<file path="src/rtl/apb_pkg.sv">
// Shared types and constants for the APB command master: FSM state encoding,
// response codes and the command record carried through the command FIFO.
package apb_pkg;

   typedef enum logic [1:0] {
      IDLE   = 2'd0,
      SETUP  = 2'd1,
      ACCESS = 2'd2
   } apb_state_t;

   localparam logic [1:0] RSP_OK      = 2'b00;
   localparam logic [1:0] RSP_SLVERR  = 2'b01;
   localparam logic [1:0] RSP_TIMEOUT = 2'b10;

   // Record field widths; these are the upper bounds for the master's
   // ADDR_W/DATA_W parameters (narrower buses zero-extend into the record).
   localparam int CMD_ADDR_W = 32;
   localparam int CMD_DATA_W = 32;
   localparam int CMD_STRB_W = CMD_DATA_W / 8;

   typedef struct packed {
      logic                  write;
      logic [CMD_ADDR_W-1:0] addr;
      logic [CMD_DATA_W-1:0] wdata;
      logic [CMD_STRB_W-1:0] strb;
   } apb_cmd_t;

   localparam int CMD_W = $bits(apb_cmd_t);

   // Response code for a transfer the slave completed with pready.
   function automatic logic [1:0] done_code(input logic slverr);
      return slverr ? RSP_SLVERR : RSP_OK;
   endfunction

endpackage

</file>
<file path="src/rtl/apb_cmd_fifo.sv">
// Synchronous first-word-fall-through FIFO for queued APB commands.
// DEPTH must be a power of two so the pointers wrap naturally.
module apb_cmd_fifo #(
   parameter int WIDTH = 8,
   parameter int DEPTH = 4
) (
   input  logic                       clk,
   input  logic                       reset,
   input  logic                       push,
   input  logic                       pop,
   input  logic [WIDTH-1:0]           din,
   output logic [WIDTH-1:0]           dout,
   output logic                       full,
   output logic                       empty,
   output logic [$clog2(DEPTH):0]     count
);

   localparam int AW = $clog2(DEPTH);
   localparam logic [AW-1:0] PTR_ONE  = AW'(1);
   localparam logic [AW:0]   CNT_ONE  = (AW+1)'(1);
   localparam logic [AW:0]   CNT_FULL = (AW+1)'(DEPTH);

   logic [WIDTH-1:0] mem [DEPTH];
   logic [AW-1:0]    wr_ptr;
   logic [AW-1:0]    rd_ptr;
   logic             do_push;
   logic             do_pop;

   assign full    = (count == CNT_FULL);
   assign empty   = (count == '0);
   assign do_push = push && !full;
   assign do_pop  = pop && !empty;
   assign dout    = mem[rd_ptr];

   // Storage array; contents need no reset because count gates visibility.
   always_ff @(posedge clk) begin
      if (do_push) begin
         mem[wr_ptr] <= din;
      end
   end

   // Pointer and occupancy tracking.
   always_ff @(posedge clk or negedge reset) begin
      if (!reset) begin
         wr_ptr <= '0;
         rd_ptr <= '0;
         count  <= '0;
      end else begin
         if (do_push) begin
            wr_ptr <= wr_ptr + PTR_ONE;
         end
         if (do_pop) begin
            rd_ptr <= rd_ptr + PTR_ONE;
         end
         case ({do_push, do_pop})
            2'b10:   count <= count + CNT_ONE;
            2'b01:   count <= count - CNT_ONE;
            default: count <= count;
         endcase
      end
   end

endmodule

</file>
<file path="src/rtl/apb_cmd_master.sv">
// APB4 master: queues read/write commands from a valid/ready stream and runs
// them one at a time on the bus, returning one response per transfer.
//
//   state  | meaning
//   -------+-------------------------------------------------------------
//   IDLE   | bus quiet; pops next command once the response slot is free
//   SETUP  | psel=1, penable=0; address/data/strobe driven
//   ACCESS | psel=1, penable=1; waits for pready or the wait-state limit
module apb_cmd_master #(
   parameter int ADDR_W    = 32,
   parameter int DATA_W    = 32,
   parameter int CMD_DEPTH = 4,
   parameter int TIMEOUT   = 16
) (
   input  logic                  clk,
   input  logic                  reset,
   input  logic                  cmd_valid,
   output logic                  cmd_ready,
   input  logic                  cmd_write,
   input  logic [ADDR_W-1:0]     cmd_addr,
   input  logic [DATA_W-1:0]     cmd_wdata,
   input  logic [DATA_W/8-1:0]   cmd_strb,
   output logic                  rsp_valid,
   input  logic                  rsp_ready,
   output logic [DATA_W-1:0]     rsp_rdata,
   output logic [1:0]            rsp_err,
   output logic                  psel,
   output logic                  penable,
   output logic                  pwrite,
   output logic [ADDR_W-1:0]     paddr,
   output logic [DATA_W-1:0]     pwdata,
   output logic [DATA_W/8-1:0]   pstrb,
   input  logic [DATA_W-1:0]     prdata,
   input  logic                  pready,
   input  logic                  pslverr,
   output logic                  busy
);

   import apb_pkg::*;

   localparam int STRB_W = DATA_W / 8;
   localparam int WAIT_W = (TIMEOUT > 0) ? $clog2(TIMEOUT + 1) : 1;
   localparam logic [WAIT_W-1:0] WAIT_ONE  = WAIT_W'(1);
   localparam logic [WAIT_W-1:0] WAIT_LAST = (TIMEOUT > 0) ? WAIT_W'(TIMEOUT - 1) : '0;

   apb_cmd_t                    push_cmd;
   apb_cmd_t                    pop_cmd;
   logic                        fifo_full;
   logic                        fifo_empty;
   logic [$clog2(CMD_DEPTH):0]  fifo_count;
   logic                        start;
   logic                        wait_expired;
   apb_state_t                  state;
   logic [WAIT_W-1:0]           wait_cnt;

   // Pack the incoming command into the FIFO record.
   always_comb begin
      push_cmd       = '0;
      push_cmd.write = cmd_write;
      push_cmd.addr  = CMD_ADDR_W'(cmd_addr);
      push_cmd.wdata = CMD_DATA_W'(cmd_wdata);
      push_cmd.strb  = CMD_STRB_W'(cmd_strb);
   end

   apb_cmd_fifo #(
      .WIDTH (CMD_W),
      .DEPTH (CMD_DEPTH)
   ) u_fifo (
      .clk   (clk),
      .reset (reset),
      .push  (cmd_valid),
      .pop   (start),
      .din   (push_cmd),
      .dout  (pop_cmd),
      .full  (fifo_full),
      .empty (fifo_empty),
      .count (fifo_count)
   );

   assign cmd_ready = !fifo_full;

   // A new transfer may start only when the response slot is free or is
   // being drained this same cycle, so a completion never overwrites one.
   assign start = (state == IDLE) && !fifo_empty && (!rsp_valid || rsp_ready);

   // The wait counter holds the number of wait states already seen; the
   // current ACCESS cycle without pready is the last one allowed.
   assign wait_expired = (TIMEOUT != 0) && !pready && (wait_cnt == WAIT_LAST);

   assign busy = (state != IDLE) || (fifo_count != '0) || rsp_valid;

   // Transfer sequencer with registered APB outputs and response register.
   always_ff @(posedge clk or negedge reset) begin
      if (!reset) begin
         state     <= IDLE;
         psel      <= 1'b0;
         penable   <= 1'b0;
         pwrite    <= 1'b0;
         paddr     <= '0;
         pwdata    <= '0;
         pstrb     <= '0;
         wait_cnt  <= '0;
         rsp_valid <= 1'b0;
         rsp_rdata <= '0;
         rsp_err   <= RSP_OK;
      end else begin
         if (rsp_valid && rsp_ready) begin
            rsp_valid <= 1'b0;
         end
         case (state)
            IDLE: begin
               if (start) begin
                  state    <= SETUP;
                  psel     <= 1'b1;
                  penable  <= 1'b0;
                  pwrite   <= pop_cmd.write;
                  paddr    <= pop_cmd.addr[ADDR_W-1:0];
                  pwdata   <= pop_cmd.write ? pop_cmd.wdata[DATA_W-1:0] : '0;
                  pstrb    <= pop_cmd.write ? pop_cmd.strb[STRB_W-1:0]  : '0;
                  wait_cnt <= '0;
               end
            end
            SETUP: begin
               state   <= ACCESS;
               penable <= 1'b1;
            end
            ACCESS: begin
               if (pready) begin
                  state     <= IDLE;
                  psel      <= 1'b0;
                  penable   <= 1'b0;
                  pwdata    <= '0;
                  pstrb     <= '0;
                  rsp_valid <= 1'b1;
                  rsp_err   <= done_code(pslverr);
                  rsp_rdata <= pwrite ? '0 : prdata;
               end else if (wait_expired) begin
                  state     <= IDLE;
                  psel      <= 1'b0;
                  penable   <= 1'b0;
                  pwdata    <= '0;
                  pstrb     <= '0;
                  rsp_valid <= 1'b1;
                  rsp_err   <= RSP_TIMEOUT;
                  rsp_rdata <= '0;
               end else begin
                  wait_cnt <= wait_cnt + WAIT_ONE;
               end
            end
            default: begin
               state   <= IDLE;
               psel    <= 1'b0;
               penable <= 1'b0;
            end
         endcase
      end
   end

endmodule

</file>
<file path="config.mk">
export PLATFORM = sky130hd
export DESIGN_NAME = apb_cmd_master
export DESIGN_NICKNAME = d
export VERILOG_FILES = /design/src/rtl/apb_pkg.sv /design/src/rtl/apb_cmd_fifo.sv /design/src/rtl/apb_cmd_master.sv
export SDC_FILE = /design/constraint.sdc
export NUM_CORES = 1
export LEC_CHECK = 0
export ABC_CLOCK_PERIOD_IN_PS = 4210
export BUFFER_PORTS_ARGS = -buffer_cell sky130_fd_sc_hd__buf_2
export CAP_MARGIN = 20
export CORE_AREA = 2 2 225 227
export DETAILED_ROUTE_END_ITERATION = 10
export DIE_AREA = 0 0 227 229
export GPL_TIMING_DRIVEN = 0
export HOLD_SLACK_MARGIN = 0.15
export PLACE_DENSITY = 0.48
export SYNTH_ARGS = -nofsm -noshare
export SYNTH_HDL_FRONTEND = slang
export SYNTH_SLANG_ARGS = --single-unit
</file>
<file path="constraint.sdc">
create_clock -name clk -period 4.21 [get_ports clk]
set_input_delay 0.842 -clock clk [delete_from_list [all_inputs] [get_ports clk]]
set_output_delay 0.842 -clock clk [all_outputs]
set_load 0.005 [all_outputs]
</file>
==> results_dict.tcl <==
set metrics [dict create \
    cap_violations 0 \
    placeableCoreArea_mm2 0.0497 \
    critPathMaxFanout 10 \
    cts_tree "done" \
    initial_utilization_pct 29.7 \
    critPathTopFamily "buffers and inverters" \
    worstSetupStartpointType "register" \
    leakagePower_nw 7.10 \
    post-synth-top-area-cell "sky130_fd_sc_hd__edfxtp_1" \
    synth_area_leaders "sky130_fd_sc_hd__edfxtp_1, sky130_fd_sc_hd__dfrtp_1, sky130_fd_sc_hd__mux4_2, sky130_fd_sc_hd__nand2_1, sky130_fd_sc_hd__a32o_1" \
    die_width_um 227 \
    critical_path.n_buffers_inverters 3 \
    post_cts_resized 0 \
    clock-sinks 395 \
    grt_setup_unrepaired "no" \
    cts_made_buffers 44 \
    met3_wirelength_um 2610 \
    yosysTopAreaCellShare_pct 56.1 \
    netlist_area_mm2 0.0148 \
    hold-worst-slack_ns 0.235 \
    sw_frac_of_total_pct 31.5 \
    cp.arrival_ns 3.40 \
    final_max_slew_viols 0 \
    grt.total_usage_pct 13.5 \
    fmaxAchievable_mhz 342 \
    timing.reg2reg.worst_path_depth 10 \
    m1WireLength_um 14800 \
    drc 0 \
    detailed_place_hpwl_um 22400 \
    pre_cts_ws_ns 0.662 \
    p_sw_mw 4.19 \
    ant_nets 0 \
    htreeDepth 2 \
    cts_hold_repair.buffers 0 \
    drt-vias-per-instance 4.51 \
    setup_slack_on_the_worst_flop_to_flop_path_ns 1.29 \
    synth.most_common_cell "sky130_fd_sc_hd__edfxtp_1" \
    timing.critical_path.slowest_cell_delay_ns 0.50 \
    hold_viol_final 0 \
    ys_ff_latch 395 \
    pwr-share-comb_pct 30.1 \
    gp_congestion 0.729 \
    detailed_route_wirelength_on_metal2_um 16800 \
    detailroute.via_count 8070 \
    synth_sequential_area_ratio_pct 76.3 \
    min_period_over_period_pct 69.4 \
    top_layer "met5" \
    drive_gt1_share_pct 33.2 \
    quantity_of_i_o_buffers_inserted_on_ports 214 \
    cts_buffer_depth 3 \
    cell_types_with_the_highest_counts_after_synthesis "sky130_fd_sc_hd__edfxtp_1, sky130_fd_sc_hd__nand2_1, sky130_fd_sc_hd__dfrtp_1" \
    wl_per_cell_um 19.5 \
    status "complete, no violations" \
    drt-initial-drc-count 479 \
    number_of_flops_mapped_to_enable_cells_by_yosys 276 \
    final_setup_violation_count 0 \
    critical_path_required_ns 4.69 \
    regToRegStartpoint "penable$_DFFE_PN0P_" \
    syn_inst 815 \
    share_clk_of_total_power_pct 27.5 \
    remaining_max_slew_budget_at_the_tightest_pin_pct 53.0 \
    min-delay-path-class "in2async" \
    synthesized_netlist_net_count 930 \
    post-cts-setup-buffer-count 0 \
    vdd.ir_drop.worst_v 0.000302 \
    first_pass_grt_wire_length_um 52500 \
    antenna_found_initial 8 \
    global_route.overflow_total 0 \
    areaGrowthSynthToFinish_pct 23.4 \
    seqPwrFrac_pct 42.4 \
    worst_clock_skew_ns 0.0254 \
    grt_start_max_net_pins 76 \
    drt_pass1_iterations 4 \
    critical_path_cell_list "nor2_1 > nand3_2 > inv_2 > clkbuf_1 > ha_1 > inv_1 > fa_1 > xor2_1 > nor2_1 > xor2_1" \
    die_area_mm2 0.0520 \
    insertion_delay_ns 0.58 \
    cp_slowest_cell "sky130_fd_sc_hd__clkbuf_1" \
    top_level_ports 215 \
    internal_power_mw 9.12 \
    num-nets-final 1195 \
    routed_wirelength_um 34900 \
    worst_pin_slew_ns 0.705 \
    synth-main-ff-cell "sky130_fd_sc_hd__edfxtp_1" \
    post_synth.cell_area_avg_um2 18.1 \
    synthArstFlopShare_pct 30.1 \
    setup_slack_ns 1.29 \
    clkSlewWorstSetupHoldPaths_ns 0.06 \
    type_of_destination_of_the_critical_path "register" \
    power_density_mw_per_mm2 730 \
    fp-row-count 82 \
    worst_setup_path_category "reg2reg" \
    period_minus_slack_ns 2.92 \
    ctsRootBufferMaster "sky130_fd_sc_hd__clkbuf_16" \
    synthDistinctLibCells 37 \
    r2r-end "u_fifo.count[2]$_DFFE_PN0P_" \
    y_dimension_of_the_die_um 229 \
    grt_pass1_vias 8601 \
    synth.yosys.warnings 0 \
]
==> metal layers <==
metal	global-route usage, %	vias up
li1	-	3670
met1	16.8	4108
met2	22.6	220
met3	4.50	64
met4	3.31	8
met5	0	-
==> layout make-up <==
| type | count | area, um2 |
|---|---|---|
| multi-input combinational | 364 | 3240 |
| sequential | 395 | 11300 |
| clock inverter | 13 | 116 |
| clock buffer | 69 | 1260 |
| inverter | 11 | 41.3 |
| tap | 672 | 841 |
| fill | 4792 | 31400 |
| timing repair buffer | 219 | 1210 |
| antenna | 2 | 5.00 |
| buffer | 45 | 245 |
==> per-stage QoR <==
stage / setup TNS [ns] / power, mW / instance area (um2) / cells / util (%)
floorplan: 0 / 8.19 / 14800 / 815 / -
global placement: -138.02 / 9.86 / 16700 / 1701 / 33.6
detailed placement: 0 / 9.90 / 16800 / 1706 / 33.9
CTS: 0 / 13.6 / 18200 / 1788 / 36.7
global route: 0 / 14.2 / 18200 / 1788 / 36.7
finish: 0 / 13.3 / 18200 / 1790 / 36.7
==> worst max-delay path by stage <==
stage | slack [ns] | start | end | cells past startpoint
finish | 1.29 | penable$_DFFE_PN0P_ | u_fifo.count[2]$_DFFE_PN0P_ | 10
global placement | -0.56 | cmd_valid | u_fifo.mem[1][21]$_DFFE_PP_ | 2
global route | 0.97 | penable$_DFFE_PN0P_ | u_fifo.count[2]$_DFFE_PN0P_ | 10
floorplan | 1.28 | cmd_valid | u_fifo.mem[0][0]$_DFFE_PP_ | 1
CTS | 1.16 | penable$_DFFE_PN0P_ | u_fifo.count[2]$_DFFE_PN0P_ | 10
detailed placement | 0.66 | rsp_ready | u_fifo.count[2]$_DFFE_PN0P_ | 11
==> kinds of logic (layout without fill, tap and decap cells) <==
logic type / after synthesis / after routing / synth area share (%)
flops: 395 / 395 / 76.3
simple gates: 191 / 191 / 5.20
compound gates: 87 / 87 / 4.46
mux: 72 / 72 / 11.0
buf+inv: 56 / 357 / 1.94
fa+ha+maj: 8 / 8 / 0.728
xor+xnor: 6 / 6 / 0.356
other cells: 0 / 2 / 0
==> sequential cells by signal, summed over array words and instances, names as in the netlist, 2 cells and up <==
signal	cells
u_fifo.mem	276
paddr	32
pwdata	32
rsp_rdata	32
wait_cnt	5
pstrb	4
u_fifo.count	3
rsp_err	2
u_fifo.rd_ptr	2
u_fifo.wr_ptr	2
==> cells in the final DEF, fill, tap and decap left out, types with 2 or more instances in the layout <==
cell type                     n
sky130_fd_sc_hd__mux2_2       2
sky130_fd_sc_hd__buf_2      226
sky130_fd_sc_hd__inv_1       10
sky130_fd_sc_hd__xnor2_1      4
sky130_fd_sc_hd__clkbuf_16   44
sky130_fd_sc_hd__dfrtp_1    119
sky130_fd_sc_hd__o21ai_0     36
sky130_fd_sc_hd__clkbuf_8     7
sky130_fd_sc_hd__edfxtp_1   276
sky130_fd_sc_hd__clkinv_2     6
sky130_fd_sc_hd__buf_6        9
sky130_fd_sc_hd__mux4_1      12
sky130_fd_sc_hd__mux4_2      57
sky130_fd_sc_hd__a22o_1       6
sky130_fd_sc_hd__nand2_1    170
sky130_fd_sc_hd__clkbuf_1    41
sky130_fd_sc_hd__a32o_1      37
sky130_fd_sc_hd__clkinv_1     3
sky130_fd_sc_hd__buf_16       5
sky130_fd_sc_hd__and3_4       4
sky130_fd_sc_hd__a21oi_1      4
sky130_fd_sc_hd__xor2_1       2
sky130_fd_sc_hd__nor2_1       5
sky130_fd_sc_hd__ha_1         7
sky130_fd_sc_hd__nor2b_1      2
sky130_fd_sc_hd__diode_2      2
==> power groups by stage <==
stage	clock [mW]	combinational, mW	sequential [mW]
6_report	3.66	4.01	5.64
5_1_grt	3.94	4.50	5.74
4_1_cts	3.79	4.18	5.66
3_5_place_dp	0	4.17	5.73
3_3_place_gp	0	4.08	5.79
2_1_floorplan	0	2.48	5.71
No activity file was read; power rests on OpenSTA's default activity.
